$ cat config.mk
export PLATFORM = sky130hd
export DESIGN_NAME = fixed_p_std_div_pipe
export DESIGN_NICKNAME = d
export VERILOG_FILES = /design/src/rtl/fixed_p_std_div_pipe.sv
export SDC_FILE = /design/constraint.sdc
export NUM_CORES = 1
export LEC_CHECK = 0
export ABC_AREA = 0
export CAP_MARGIN = 15
export CORE_MARGIN = 2
export CORE_UTILIZATION = 30
export CTS_BUF_LIST = sky130_fd_sc_hd__clkbuf_8 sky130_fd_sc_hd__clkbuf_16
export DETAILED_ROUTE_END_ITERATION = 12
export HOLD_SLACK_MARGIN = 0.15
export PLACE_DENSITY = 0.62
export SYNTH_ARGS = -nofsm -noshare
export SYNTH_HDL_FRONTEND = slang
export SYNTH_SLANG_ARGS = --single-unit
$ cat constraint.sdc
create_clock -name clk -period 2.62 [get_ports clk]
set_input_delay 0.524 -clock clk [delete_from_list [all_inputs] [get_ports clk]]
set_output_delay 0.524 -clock clk [all_outputs]
set_load 0.01 [all_outputs]
$ cat src/rtl/fixed_p_std_div_pipe.sv
// fixed_p_std_div_pipe
// Multi-cycle unsigned fixed-point divider in Q(INT_WIDTH.FRACT_WIDTH) format.
// Restoring division on the scaled dividend (left << FRACT_WIDTH), one quotient
// bit per cycle, started by a go/done handshake.
//
// Optional build macro: FIXED_P_DIV_SATURATE_EN
//   defined   -> quotient saturates to all ones when it does not fit in WIDTH bits
//   undefined -> quotient is truncated to its low WIDTH bits
// Divide-by-zero always returns an all-ones quotient and remainder = left.
//
// done and the result registers are written on the edge that leaves DONE, so
// done is a registered one-cycle pulse and results stay put until the next one.

module fixed_p_std_div_pipe #(
  parameter int unsigned WIDTH       = 32,
  parameter int unsigned INT_WIDTH   = 8,
  parameter int unsigned FRACT_WIDTH = 24
) (
  input  logic             clk,
  input  logic             reset_n,
  input  logic             go,
  input  logic [WIDTH-1:0] left,
  input  logic [WIDTH-1:0] right,
  output logic [WIDTH-1:0] out_quotient,
  output logic [WIDTH-1:0] out_remainder,
  output logic             done
);

  // Scaled dividend width and iteration counter width
  localparam int unsigned N  = WIDTH + FRACT_WIDTH;
  localparam int unsigned CW = $clog2(N + 1);

  // The Q format only makes sense when the integer and fraction fields fill WIDTH
  if (WIDTH != INT_WIDTH + FRACT_WIDTH) begin : g_bad_width
    $error("fixed_p_std_div_pipe: WIDTH must equal INT_WIDTH + FRACT_WIDTH");
  end

  typedef enum logic [1:0] {
    StIdle,
    StRun,
    StDone
  } state_e;

  state_e          state_q;
  logic [N-1:0]    dividend_q;
  logic [WIDTH:0]  rem_q;
  logic [N-1:0]    quo_q;
  logic [WIDTH-1:0] divisor_q;
  logic [CW-1:0]   count_q;

  logic [WIDTH:0]   rem_shift;
  logic [WIDTH:0]   rem_step;
  logic             fits;
  logic [WIDTH-1:0] quo_final;

  // The top remainder bit is always clear after a step, and the high quotient
  // bits only matter when saturation is built in.
  logic unused_bits;
  assign unused_bits = ^{rem_q[WIDTH], quo_q[N-1:WIDTH]};

  // One restoring step: bring in the next dividend bit, subtract if it fits
  always_comb begin
    rem_shift = {rem_q[WIDTH-1:0], dividend_q[N-1]};
    fits      = (rem_shift >= {1'b0, divisor_q});
    rem_step  = rem_shift;
    if (fits) begin
      rem_step = rem_shift - {1'b0, divisor_q};
    end
  end

  // Fold the full N-bit quotient down to the WIDTH-bit result
  always_comb begin
`ifdef FIXED_P_DIV_SATURATE_EN
    quo_final = quo_q[WIDTH-1:0];
    if (|quo_q[N-1:WIDTH]) begin
      quo_final = '1;
    end
`else
    quo_final = quo_q[WIDTH-1:0];
`endif
  end

  // Control FSM, datapath registers and registered outputs
  always_ff @(posedge clk or negedge reset_n) begin
    if (!reset_n) begin
      state_q       <= StIdle;
      dividend_q    <= '0;
      rem_q         <= '0;
      quo_q         <= '0;
      divisor_q     <= '0;
      count_q       <= '0;
      out_quotient  <= '0;
      out_remainder <= '0;
      done          <= 1'b0;
    end else begin
      done <= 1'b0;
      unique case (state_q)
        StIdle: begin
          if (go) begin
            divisor_q <= right;
            if (right != '0) begin
              dividend_q <= {left, {FRACT_WIDTH{1'b0}}};
              rem_q      <= '0;
              quo_q      <= '0;
              count_q    <= CW'(N);
              state_q    <= StRun;
            end else begin
              // Divide-by-zero skips the iterations entirely
              dividend_q <= '0;
              rem_q      <= {1'b0, left};
              quo_q      <= '1;
              count_q    <= '0;
              state_q    <= StDone;
            end
          end
        end
        StRun: begin
          dividend_q <= dividend_q << 1;
          rem_q      <= rem_step;
          quo_q      <= {quo_q[N-2:0], fits};
          count_q    <= count_q - CW'(1);
          if (count_q == CW'(1)) begin
            state_q <= StDone;
          end
        end
        StDone: begin
          out_quotient  <= quo_final;
          out_remainder <= rem_q[WIDTH-1:0];
          done          <= 1'b1;
          state_q       <= StIdle;
        end
        default: begin
          state_q <= StIdle;
        end
      endcase
    end
  end

endmodule

==> results.yml <==
synth:
  synth_largest_area_cell: "dfrtp_1"
  synth_top_area_share_pct: 48.1
  syn_avg_cell_area_um2: 9.69
  synth_edf_count: 0
  synth-simple-area-share_pct: 12.6
  synth-seq-cells: 201
  yosysSeqAreaShare_pct: 48.1
  ys_async_sr_fraction_pct: 100
  synth_ff_type: "dfrtp_1"
  synthesis.area_mm2: 0.0104
  synth_top_family_by_area: "compound AO/OA/AOI/OAI gates"
  synthCells: 1078
  syn-num-nets: 1180
  yosys.area_share.xor_xnor_pct: 2.10
  yosys_warnings: 0
  synth-compound-area-share_pct: 21.3
  synth-adder-area-share_pct: 4.26
  synth_area_leaders: "dfrtp_1 (48%), mux2_2 (7.0%), o21ai_0 (5.8%)"
  synth_mux_area_share_pct: 7.10
  ys_types: 65
timing:
  fin_crit_ns: 2.95
  fmax_mhz: 339
  drv_slew: 0
  hold_violations: 0
  timing.final.ws_setup_ns: -0.333
  rsz0062_at_grt: "true"
  max_slew_margin_pct: 50.6
  setup-violations-final: 20
  fin_tns_setup_ns: -1.83
  timing.final.crit_share_pct: 113
  tightest_slew_ns: 0.740
  clock-skew-final_ns: 0.0111
worst_setup_path:
  worstSetupPathType: "flip-flop to flip-flop"
  worstSetupEndpointType: "flip-flop"
  crit_path_start_kind: "flip-flop"
  arrival_ns: 3.38
  cp.required_ns: 3.05
  crit_fanout: 2
  startpoint: "dividend_q[55]"
  rr_startpoint: "dividend_q[55]"
cells_and_area:
  final_cell_mix: "dfrtp_1 (201), buf_4 (194), nand2_1 (151)"
  final_nets: 1491
  fin_cells: 1862
  synthToLayoutAreaGrowth_pct: 46.9
  final_common_cell: "dfrtp_1"
  drive_gt1_share_pct: 31.1
  n_antenna_cell: 0
power_and_ir_drop:
  peakVddDrop_v: 0.000811
  power_leakage_uw: 0.00678
  power.density_mw_per_mm2: 1580
clock_tree:
  cts.sinks: 201
  htree_levels: 1
  ctsLongestPathBuffers: 3
  clk_latency_ns: 0.55
  numCtsBuffers: 24
  cts_tree: "yes"
  clkTransAtPathRegs_ns: 0.06
  cts_root_buf: "clkbuf_16"
status:
  violations: "setup timing"
  status: "complete, but fails checks"
place:
  place.gp.congestion: 0.914
  hpwl_um: 24400
  placed_cells: 1792
  placement.io_buffers: 131
hold_path:
  hp-start: "dividend_q[24]"
  min_path_type: "flip-flop to flip-flop"
floorplan:
  boundaryPins: 132
  rows: 68
  die_w_um: 191
  die_y_um: 191
  core_area_mm2: 0.0345
  initial_core_util_pct: 30.3
  die_area_mm2: 0.0363
drt:
  drtIter0Drc: 634
  drcViolationCount: 0
  dr.pass1.iters: 5
  wl_per_cell_um: 18.1
  wirelength_um: 33700
  num_vias: 9413
  viasPerCell: 5.06
  ant_nets: 0
global_route:
  gr-total-overflow: 0
  grt_pass1_wl_um: 52600
  grt_pass1_vias: 9177
  track_usage_pct: 18.4
  antenna_found_initial: 0
  grt_max_degree: 65
job:
  cap_viol_max_count: 0
stage by stage:
stage	setup slack [ns]	hold WS, ns	instance area (um^2)	utilization, %	total power [uW]
global route	-0.455	0.512	15300	44.5	25900
floorplan	0.0586	0.228	10500	-	12400
detailed placement	-0.487	0.461	13700	39.8	18300
CTS	-0.325	0.474	15000	43.5	23000
global placement	-0.622	0.453	13700	39.7	18000
finish	-0.333	0.470	15300	44.5	24200
layout make-up:
class,instances,area [um^2]
Clock buffer,27,642
Timing Repair Buffer,356,3250
Multi-Input combinational cell,763,5490
Tap cell,455,569
Clock inverter,17,214
Inverter,43,161
Fill cell,3274,19100
Sequential cell,201,5030
final timing paths:
check	endpoint	slack [ns]	depth (start not counted)
worst max-delay path	rem_q[24]	-0.33	13
worst min-delay path	dividend_q[24]	0.47	2
worst max register to register	rem_q[24]	-0.33	13
worst min register to register	dividend_q[24]	0.47	2
max in group asynchronous	out_remainder[12]	1.33	3
min in group asynchronous	rem_q[28]	0.52	2
flip-flops by register name, summed over array words and instances (netlist names):
signal         cells
count_q            6
dividend_q        32
divisor_q         32
done               1
out_quotient      32
out_remainder     32
quo_q             32
rem_q             32
state_q            2
where the power goes:
| part | total (uW) | internal (uW) | switching, uW |
|---|---|---|---|
| combinational | 15600 | 7740 | 7810 |
| sequential | 5060 | 4340 | 714 |
| clock | 3570 | 2170 | 1400 |
cell families after synthesis:
group | after synthesis
buf+inv | 114
xor+xnor | 25
mux | 66
compound gates | 345
fa+ha+maj | 35
flops | 201
simple gates | 292
layer usage:
layer  part of all wire [%]  GRT usage [%]
met5                      0              0
met4                    2.4           4.77
met3                    5.7           2.91
met2                     46           30.0
met1                     46           25.4
cell usage after synthesis, drive strengths merged, types with 4 or more instances:
master and instances:
a21oi 95, a22oi 31, o31ai 5, buf 17, inv 43, or3 4
nor4 12, nand4 10, xnor2 13, o22ai 7, nand2b 6, nand2 154
o21a 5, a31oi 7, clkbuf 54, a221oi 25, a222oi 4, xor2 12
a31o 4, dfrtp 201, o211ai 5, nand3 16, nor3 16, o21ai 128
nand3b 5, a211oi 5, ha 34, a21o 8, nor2 54, mux2 65
repair_timing:
item	in CTS	in global routing
gates resized for setup	51	58
hold buffers	1	0
endpoints found under the setup margin	32	32
hold endpoints to repair	47	0
pin swaps	41	51
setup buffers	12	13
cloned	2	0
worst max-delay path, cell delays in order (launching register included):
cell	delay, ns
dfrtp_1	0.39
inv_2	0.09
ha_4	0.13
buf_6	0.08
inv_2	0.03
fa_2	0.37
a211oi_4	0.25
o211ai_1	0.14
a221oi_2	0.36
o311a_1	0.30
o21ai_1	0.09
xor2_1	0.17
a222oi_1	0.33
o21ai_1	0.09
Power figures use the tool's default switching activity.
